[config.mk]
export PLATFORM = sky130hd
export DESIGN_NAME = keycode_action_decoder_flat
export DESIGN_NICKNAME = d
export VERILOG_FILES = /design/src/rtl/keycode_action_decoder_if.sv /design/src/rtl/keycode_action_decoder.sv /design/src/flat_wrapper.sv
export SDC_FILE = /design/constraint.sdc
export NUM_CORES = 1
export LEC_CHECK = 0
export BUFFER_PORTS_ARGS = -buffer_cell sky130_fd_sc_hd__buf_2
export CORE_ASPECT_RATIO = 1.1
export CORE_UTILIZATION = 50
export DETAILED_ROUTE_END_ITERATION = 12
export PLACE_DENSITY = 0.71
export SYNTH_ARGS = -nofsm -noshare
export SYNTH_HDL_FRONTEND = slang
export SYNTH_SLANG_ARGS = --single-unit
[constraint.sdc]
create_clock -name Clk -period 2.4 [get_ports Clk]
set_input_delay 0.24 -clock Clk [delete_from_list [all_inputs] [get_ports Clk]]
set_output_delay 0.24 -clock Clk [all_outputs]
set_load 0.01 [all_outputs]
[src/rtl/keycode_action_decoder_if.sv]
// Event stream from the keycode decoder to the game logic.
// A transfer happens on a rising clock edge where event_valid && event_ready; the producer holds
// event_action stable while event_valid is high, and the consumer may drive event_ready freely.
interface keycode_action_decoder_if #(
    parameter int AW = 3
);
    logic          event_valid;
    logic [AW-1:0] event_action;
    logic          event_ready;

    modport master (output event_valid, output event_action, input event_ready);
    modport slave  (input event_valid, input event_action, output event_ready);
endinterface

[src/rtl/keycode_action_decoder.sv]
// Maps USB keycode slots to game actions, generates press and DAS/ARR repeat pulses timed by
// vsync frame ticks, and queues the resulting action indices in a small event FIFO.
module keycode_action_decoder #(
    parameter int NUM_SLOTS   = 4,
    parameter int KEY_W       = 8,
    parameter int NUM_ACTIONS = 5,
    parameter logic [NUM_ACTIONS*KEY_W-1:0] ACTION_KEYS = {8'h2C, 8'h16, 8'h07, 8'h04, 8'h1A},
    parameter logic [NUM_ACTIONS-1:0]       REPEAT_MASK = 5'b00110,
    parameter int DAS_FRAMES  = 10,
    parameter int ARR_FRAMES  = 2,
    parameter int CNT_W       = 6,
    parameter int FIFO_DEPTH  = 4,
    localparam int AW = (NUM_ACTIONS > 1) ? $clog2(NUM_ACTIONS) : 1
) (
    input  logic                         Clk,
    input  logic                         Reset_n,
    input  logic [NUM_SLOTS*KEY_W-1:0]   keycode_in,
    input  logic                         vsync,
    output logic [NUM_ACTIONS-1:0]       action_held,
    output logic [NUM_ACTIONS-1:0]       action_pulse,
    keycode_action_decoder_if.master     ev,
    output logic                         overflow,
    output logic [2*NUM_ACTIONS-1:0]     fsm_state
);
    typedef enum logic [1:0] {IDLE = 2'd0, DELAY = 2'd1, REPEAT = 2'd2} state_t;

    localparam int PW = $clog2(FIFO_DEPTH) + 1;
    localparam logic [CNT_W-1:0] DAS_LAST = CNT_W'(DAS_FRAMES - 1);
    localparam logic [CNT_W-1:0] ARR_LAST = CNT_W'((ARR_FRAMES == 0) ? 0 : ARR_FRAMES - 1);

    logic [NUM_SLOTS*KEY_W-1:0] key_q;
    logic [NUM_ACTIONS-1:0]     match;
    logic                       vs_s1, vs_s2, vs_s3, tick;
    state_t                     state_q [NUM_ACTIONS];
    logic [CNT_W-1:0]           cnt_q   [NUM_ACTIONS];
    logic [NUM_ACTIONS-1:0]     pending;
    logic [AW-1:0]              mem     [FIFO_DEPTH];
    logic [PW-1:0]              wr_ptr, rd_ptr;
    logic                       full, empty, push, pop, found;
    logic [AW-1:0]              push_idx;

    // A zero table entry is an unused action and must never fire on empty slots.
    always_comb begin
        match = '0;
        for (int a = 0; a < NUM_ACTIONS; a++)
            for (int s = 0; s < NUM_SLOTS; s++)
                if (key_q[s*KEY_W +: KEY_W] == ACTION_KEYS[a*KEY_W +: KEY_W] &&
                    ACTION_KEYS[a*KEY_W +: KEY_W] != '0)
                    match[a] = 1'b1;
    end

    always_ff @(posedge Clk or negedge Reset_n) begin
        if (!Reset_n) begin
            key_q <= '0;
            vs_s1 <= 1'b0;
            vs_s2 <= 1'b0;
            vs_s3 <= 1'b0;
            tick  <= 1'b0;
        end else begin
            key_q <= keycode_in;
            vs_s1 <= vsync;
            vs_s2 <= vs_s1;
            vs_s3 <= vs_s2;
            tick  <= vs_s3 & ~vs_s2;
        end
    end

    // Release wins over a same-cycle tick: the held check precedes the state case.
    always_ff @(posedge Clk or negedge Reset_n) begin
        if (!Reset_n) begin
            action_held  <= '0;
            action_pulse <= '0;
            for (int a = 0; a < NUM_ACTIONS; a++) begin
                state_q[a] <= IDLE;
                cnt_q[a]   <= '0;
            end
        end else begin
            action_held <= match;
            for (int a = 0; a < NUM_ACTIONS; a++) begin
                action_pulse[a] <= 1'b0;
                if (!match[a]) begin
                    state_q[a] <= IDLE;
                    cnt_q[a]   <= '0;
                end else begin
                    case (state_q[a])
                        IDLE: begin
                            state_q[a]      <= DELAY;
                            cnt_q[a]        <= '0;
                            action_pulse[a] <= 1'b1;
                        end
                        DELAY: if (tick) begin
                            if (cnt_q[a] == DAS_LAST) begin
                                if (REPEAT_MASK[a] && ARR_FRAMES != 0) begin
                                    action_pulse[a] <= 1'b1;
                                    state_q[a]      <= REPEAT;
                                    cnt_q[a]        <= '0;
                                end
                            end else begin
                                cnt_q[a] <= cnt_q[a] + 1'b1;
                            end
                        end
                        REPEAT: if (tick) begin
                            if (cnt_q[a] == ARR_LAST) begin
                                action_pulse[a] <= 1'b1;
                                cnt_q[a]        <= '0;
                            end else begin
                                cnt_q[a] <= cnt_q[a] + 1'b1;
                            end
                        end
                        default: begin
                            state_q[a] <= IDLE;
                            cnt_q[a]   <= '0;
                        end
                    endcase
                end
            end
        end
    end

    always_comb begin
        fsm_state = '0;
        for (int a = 0; a < NUM_ACTIONS; a++)
            fsm_state[2*a +: 2] = state_q[a];
    end

    always_comb begin
        push_idx = '0;
        found    = 1'b0;
        for (int a = 0; a < NUM_ACTIONS; a++)
            if (pending[a] && !found) begin
                push_idx = AW'(a);
                found    = 1'b1;
            end
    end

    assign empty = (wr_ptr == rd_ptr);
    assign full  = (wr_ptr == {~rd_ptr[PW-1], rd_ptr[PW-2:0]});
    assign pop   = !empty && ev.event_ready;
    // A full FIFO still accepts a push when the head leaves in the same cycle.
    assign push  = found && (!full || pop);

    assign ev.event_valid  = !empty;
    assign ev.event_action = mem[rd_ptr[PW-2:0]];

    always_ff @(posedge Clk or negedge Reset_n) begin
        if (!Reset_n) begin
            pending  <= '0;
            overflow <= 1'b0;
            wr_ptr   <= '0;
            rd_ptr   <= '0;
            for (int i = 0; i < FIFO_DEPTH; i++) mem[i] <= '0;
        end else begin
            for (int a = 0; a < NUM_ACTIONS; a++) begin
                if (action_pulse[a] && pending[a])
                    overflow <= 1'b1;
                else if (action_pulse[a])
                    pending[a] <= 1'b1;
                else if (push && push_idx == AW'(a))
                    pending[a] <= 1'b0;
            end
            if (push) begin
                mem[wr_ptr[PW-2:0]] <= push_idx;
                wr_ptr              <= wr_ptr + 1'b1;
            end
            if (pop) rd_ptr <= rd_ptr + 1'b1;
        end
    end
endmodule

[src/flat_wrapper.sv]
// flat-port wrapper written by rule: the top's interface ports become plain ports
module keycode_action_decoder_flat 
#(
    parameter int NUM_SLOTS   = 4,
    parameter int KEY_W       = 8,
    parameter int NUM_ACTIONS = 5,
    parameter logic [NUM_ACTIONS*KEY_W-1:0] ACTION_KEYS = {8'h2C, 8'h16, 8'h07, 8'h04, 8'h1A},
    parameter logic [NUM_ACTIONS-1:0]       REPEAT_MASK = 5'b00110,
    parameter int DAS_FRAMES  = 10,
    parameter int ARR_FRAMES  = 2,
    parameter int CNT_W       = 6,
    parameter int FIFO_DEPTH  = 4,
    localparam int AW = (NUM_ACTIONS > 1) ? $clog2(NUM_ACTIONS) : 1
)
  (Clk, Reset_n, keycode_in, vsync, action_held, action_pulse, overflow, fsm_state, ev_event_valid, ev_event_action, ev_event_ready);
  keycode_action_decoder_if #(.AW(3)) ev_i ();
  input  logic Clk;
  input  logic Reset_n;
  input  logic [NUM_SLOTS*KEY_W-1:0] keycode_in;
  input  logic vsync;
  output logic [NUM_ACTIONS-1:0] action_held;
  output logic [NUM_ACTIONS-1:0] action_pulse;
  output logic overflow;
  output logic [2*NUM_ACTIONS-1:0] fsm_state;
  output wire logic [$bits(ev_i.event_valid)-1:0] ev_event_valid;
  output wire logic [$bits(ev_i.event_action)-1:0] ev_event_action;
  input wire logic [$bits(ev_i.event_ready)-1:0] ev_event_ready;
  assign ev_event_valid = ev_i.event_valid;
  assign ev_event_action = ev_i.event_action;
  assign ev_i.event_ready = ev_event_ready;
  keycode_action_decoder #(.NUM_SLOTS(NUM_SLOTS), .KEY_W(KEY_W), .NUM_ACTIONS(NUM_ACTIONS), .ACTION_KEYS(ACTION_KEYS), .REPEAT_MASK(REPEAT_MASK), .DAS_FRAMES(DAS_FRAMES), .ARR_FRAMES(ARR_FRAMES), .CNT_W(CNT_W), .FIFO_DEPTH(FIFO_DEPTH)) u_core (.Clk(Clk), .Reset_n(Reset_n), .keycode_in(keycode_in), .vsync(vsync), .action_held(action_held), .action_pulse(action_pulse), .ev(ev_i), .overflow(overflow), .fsm_state(fsm_state));
endmodule
Word level (Yosys, flattened, before mapping) --
Index checks and enable logic that the tools add are counted.
Storage, ports and cells: flip-flop bits (word level) 110, word-level logic and storage cells 284
Operators by class: $add $sub $neg 7, order comparisons 3, eq/ne operators 66, mux-type cells 118, bitwise operators 10, reduce and logical (&&, ||, !) cells 51
Operators with widths (number):
- two-way mux 6 bit | 25
- equality test 8 x 3 -> 1 bit, second input constant | 8
- equality test 8 x 5 -> 1 bit, second input constant | 8
- two-way mux 1 bit | 60
- one-hot mux 6 bit (2 select lines) | 5
- inequality test 3 bit, second input constant | 15
- equality test 8 x 6 -> 1 bit, second input constant | 4
- adder 6 x 1 -> 6 bit, second input constant | 5
- equality test 6 x 1 -> 1 bit, second input constant | 5
- equality test 6 x 4 -> 1 bit, second input constant | 5
- two-way mux 2 bit | 9
- two-way mux 3 bit | 6
- logical AND 1 bit | 17
- AND reduction 3 bit | 5
- AND reduction 2 bit | 7
- bitwise mux 12 bit | 1
- one-hot mux 2 bit (2 select lines) | 3
- one-hot mux 2 bit (3 select lines) | 2
- equality test 2 x 1 -> 1 bit, second input constant | 5
- equality test 2 bit, second input constant | 5
- logical NOT 2 bit | 5
- inequality test 2 bit, second input constant | 5
- nonzero test 2 bit | 5
- NOT 1 bit | 7
- 18 further kinds | 33

Depth between registers and ports, before layout --
depth after elaboration 17, gate-level depth with buffers 8, gate-level depth less buffers 7

Least setup slack after synthesis --
OpenSTA, ideal clock, no wires.
path type reg-to-reg, start register u_core.state_q, in the netlist u_core.fsm_state[2], end register u_core.cnt_q[21] (netlist bit), setup time 0.078 ns, arrival time 1.606 ns, required time 2.322 ns, slack 0.716 ns, stages on the path, launching flop included 8, path through dfrtp_1 inv_1 ha_1 nor2_1 a211oi_2 buf_6 or3_1 a21oi_1
Between the ends: longest elaborated chain between the ends 3, elaborated cells on any way between the ends 7, classes of those cells 4 x eq/ne; 2 x mux; 1 x reduce/logical
Ends and longest elaborated chain:
- from (decl) | line keycode_action_decoder.sv:34 | state_t state_q [NUM_ACTIONS];
- from (signal, indexed assignment) | line keycode_action_decoder.sv:74 | state_q[a] <= IDLE;
- from (signal, indexed assignment) | line keycode_action_decoder.sv:82 | state_q[a] <= IDLE;
- from (signal, indexed assignment) | line keycode_action_decoder.sv:87 | state_q[a] <= DELAY;
- equality test 2 bit or equality test 2 x 1 -> 1 bit (tied branches) | line keycode_action_decoder.sv:85 | case (state_q[a])
- one-hot mux 6 bit (2 select lines) or inequality test 3 bit (tied branches)
- two-way mux 6 bit or AND reduction 2 bit (tied branches)
- to (signal, indexed assignment) | line keycode_action_decoder.sv:99 | cnt_q[a] <= cnt_q[a] + 1'b1;
- to (signal, indexed assignment) | line keycode_action_decoder.sv:107 | cnt_q[a] <= cnt_q[a] + 1'b1;
- to (decl) | line keycode_action_decoder.sv:35 | logic [CNT_W-1:0] cnt_q [NUM_ACTIONS];
Parallel ways exist; a longest one is shown, timed or not. A chain may end at the register's enable or synchronous reset.

Worst setup path in the final report --
start register u_core.rd_ptr[0], end output ev_event_action[1]
Between the ends: longest elaborated chain between the ends 4
Ends and longest elaborated chain:
- from (decl) | line keycode_action_decoder.sv:38 | logic [PW-1:0] wr_ptr, rd_ptr;
- from (signal assigned) | line keycode_action_decoder.sv:165 | if (pop) rd_ptr <= rd_ptr + 1'b1;
- NOT 2 -> 3 bit (not written as such) | line keycode_action_decoder.sv:143 | assign ev.event_action = mem[rd_ptr[PW-2:0]];
- binary-select mux 3 bit (select 2 bit) | line keycode_action_decoder.sv:143
- two-way mux 3 bit (not written as such) (2 in a row) | line keycode_action_decoder.sv:143
- to (decl) | line flat_wrapper.sv:26 | output wire logic [$bits(ev_i.event_action)-1:0] ev_event_action;
Every way passes these cells. The select of a mux whose other input is x is not followed.

==> metrics.md <==
| Metric | Value |
|---|---|
| Antenna violations before repair | 1 |
| Gate count after technology mapping | 321 |
| Library cell occupying the most area in the post-synthesis netlist | sky130_fd_sc_hd__dfrtp_1 |
| Critical Path Start | u_core.rd_ptr[0] |
| Area of the core | 0.00791 mm2 |
| Dpl hpwl | 5720 um |
| Number of enable-type register cells in the synthesized netlist | 0 |
| Total of warnings raised by yosys | 0 |
| Unrepaired setup endpoints after global routing | no |
| Top Ports | 61 |
| Complex-gate fraction of the synthesized area | 8.45% |
| Cell class contributing the biggest share of worst-path delay | multiplexers |
| Final setup violation count | 0 |
| P_leak | 2.40 nW |
| Number of remaining DRC errors | 0 |
| Result of the run | completed |
| Library cell with the highest instance count after synthesis | sky130_fd_sc_hd__dfrtp_1 |
| Xor and xnor area share after synthesis | 2.32% |
| Fin. max-slew vios | 0 |
| Vertical die dimension | 97.0 um |
| Initial Utilization | 51.8% |
| Netlist Area Pre-Place | 0.00410 mm2 |
| Gpl congestion | 0.792 |
| Worst hold path type | input pin to flip-flop |
| Routed WL | 8120 um |
| Area fraction in and, or, nand and nor cells after synthesis | 18.3% |
| Count of state elements after synthesis | 89 |
| Max incr delay on CP | 0.60 ns |
| Power per Cell Area | 654 mW/mm2 |
| Number of DRC markers in iteration 0 | 197 |
| Count of nets after finishing | 473 |
| Syn avg cell area | 12.8 um2 |
| Pre-antenna DRT Iters | 4 |
| Critical Path, Cell by Cell | mux4_1 -> buf_2 |
| Seq/Total Area, Yosys | 54.3% |
| Startpoint class of the critical path | flip-flop |
| Max stage delay cell, worst path | sky130_fd_sc_hd__mux4_1 |
| Postcts setup bufs | 0 |
| Yosys cell types | 60 |
| CTS Sinks | 89 |
| Min-delay src | ev_event_ready |
| Clock transition at path regs | 0.09 ns |
| Final core area utilization | 63.8% |
| Required @ worst endpoint | 2.16 ns |
| Post-route total power | 3.30 mW |
| Highest fanout seen on the critical path | 6 |
| Count of buffer and inverter cells on the critical path | 1 |
| Actual transition at the worst max-transition pin | 0.531 ns |
| Maximum number of pins on one net before global-route repair | 44 |
| Final setup skew | 0.00930 ns |
| Die W | 88.3 um |
| Clock tree from TritonCTS | done |
| GRT Total Usage | 21.0% |
| Clock latency reported for the late side of the worst-skew pair | 0.36 ns |
| Worst Path Arrival | 1.64 ns |
| Critical Path Sink Type | output pin |
| Vias per std cell | 5.36 |
| Max Clk Rate | 531 MHz |
| Number of buffers created by CTS | 9 |
| Number of global-route vias before repair | 2854 |
| Number of H-tree levels | 3 |
| Share of cells above drive strength 1 | 26.0% |
| Yosys top cell area share | 54.3% |
| Primary FF master, synth | sky130_fd_sc_hd__dfrtp_1 |
| Wire length of the first global-routing pass | 13600 um |
| Worst hold-check slack | 0.165 ns |
| Std cell rows | 34 |
| Worst slew slack as a fraction of its limit | 64.6% |
| Commonest cells in the synthesized netlist | sky130_fd_sc_hd__dfrtp_1 (89), sky130_fd_sc_hd__ha_1 (19), sky130_fd_sc_hd__nor2_1 (17), sky130_fd_sc_hd__inv_1 (16), sky130_fd_sc_hd__nand4_1 (15) |
| WS Path Type | flip-flop to output pin |
| Mux cell area share after synthesis | 7.48% |
| Post-DRT Antenna Nets | 0 |
| Total congestion overflow after global routing | 0 |
| Dominant combinational cell family by area after synthesis | simple AND/OR/NAND/NOR gates |
| CTS root buf | sky130_fd_sc_hd__clkbuf_8 |
| Average routed wire per standard cell | 15.3 um |
| Fraction of the mapped netlist area in adder cells | 5.80% |
| Number of buffers on the longest clock path | 2 |
| FF-to-FF Start | u_core.cnt_q[13] |
| Fin crit period | 1.88 ns |
| Share of synthesized registers carrying an async set or reset | 100% |
| Worst VDD drop | 0.338 mV |
| Cell types occupying the most area after synthesis | sky130_fd_sc_hd__dfrtp_1 (54%), sky130_fd_sc_hd__ha_1 (5.8%), sky130_fd_sc_hd__mux2_2 (2.7%) |
| Final hold vios | 0 |
| Synthesis-to-finish area growth | 23.1% |
| Overall via count from detail_route | 2850 |
| Reported max-cap violation count | 0 |
| Part of the cycle the worst path needs | 78.5% |
| Aggregate negative setup slack | 0 ns |
| Number of port buffers | 57 |
| Overall die area | 0.00857 mm2 |
per-stage QoR:
step,cells,instance area [um2],worst slack (ns)
global route,532,5050,0.322
floorplan,323,4110,0.716
global placement,481,4490,0.596
finish,532,5050,0.516
detailed placement,481,4490,0.542
CTS,531,5040,0.492
layout by cell type (no fill, tap or decap), drive strengths merged, types with 2 or more instances in the layout:
cell,instances
clkbuf,10
a21o,2
dfrtp,89
clkinv,2
nor4,5
a22oi,4
nand2,6
xor2,5
conb,3
nand4,16
nor3,5
a211oi,3
a21boi,2
and2,7
o311ai,2
dlygate4sd3,34
a21oi,13
mux4,3
nor2,17
o21a,2
nand3,12
o21ai,8
and3,3
xnor2,5
nand4b,2
nand2b,3
mux2,13
nand3b,7
mux2i,7
nor2b,11
ha,19
a41oi,2
buf,60
inv,19
or3,4
nor4b,5
nor3b,2
path summary, 6_finish.rpt:
path	endpoint	slack, ns	cells past startpoint
worst min-delay path	u_core.rd_ptr[2]	0.16	3
worst min register to register	u_core.vs_s2	0.36	0
min in group asynchronous	u_core.fsm_state[6]	0.41	2
max in group asynchronous	u_core.rd_ptr[2]	1.37	3
worst max-delay path	ev_event_action[1]	0.52	2
worst max register to register	u_core.cnt_q[12]	0.53	7
logic make-up after synthesis:
group / count (synthesis)
buf+inv: 26
compound gates: 45
other cells: 1
fa+ha+maj: 19
xor+xnor: 10
mux: 23
simple gates: 108
flops: 89
area by class of cell:
class	instances	area (um2)
Fill cell	633	2870
Clock inverter	6	72.6
Inverter	16	60.1
Timing Repair Buffer	94	663
Clock buffer	10	138
Multi-Input combinational cell	208	1750
Sequential cell	89	2230
Tap cell	108	135
Antenna cell	1	2.50
registers in the layout (all words and copies together), names as in the netlist:
signal               cells
u_core.cnt_q            12
u_core.vs_s1             1
u_core.action_pulse      5
u_core.mem              12
u_core.fsm_state         7
u_core.rd_ptr            3
u_core.vs_s3             1
u_core.tick              1
u_core.overflow          1
u_core.key_q            32
u_core.pending           5
u_core.wr_ptr            3
u_core.action_held       5
u_core.vs_s2             1
tightest hold or removal path: cells and delay by family:
kind | cells | cell delay, ns
buffers and inverters | 1 | 0.11
AND/OR/NAND/NOR | 1 | 0.07
XOR/XNOR | 1 | 0.06
what timing repair did:
item	in CTS	in global routing
gates resized for setup	0	0
hold endpoints to repair	74	0
hold buffers	34	0
per-layer routing:
layer | up-vias | GRT usage [%] | part of all wire [%]
met5 | - | 0 | 0
met4 | 0 | 9.55 | 2.7
met3 | 15 | 4.18 | 3.5
met2 | 68 | 34.0 | 50
met1 | 1416 | 26.8 | 44
li1 | 1351 | - | -
report_power, final:
group / internal [mW] / switching, mW / leakage (nW)
sequential: 1.60 / 0.127 / 1.15
clock: 0.525 / 0.551 / 0.109
combinational: 0.276 / 0.217 / 1.14
total: 2.41 / 0.895 / 2.40
No activity file was read; power rests on OpenSTA's default activity.
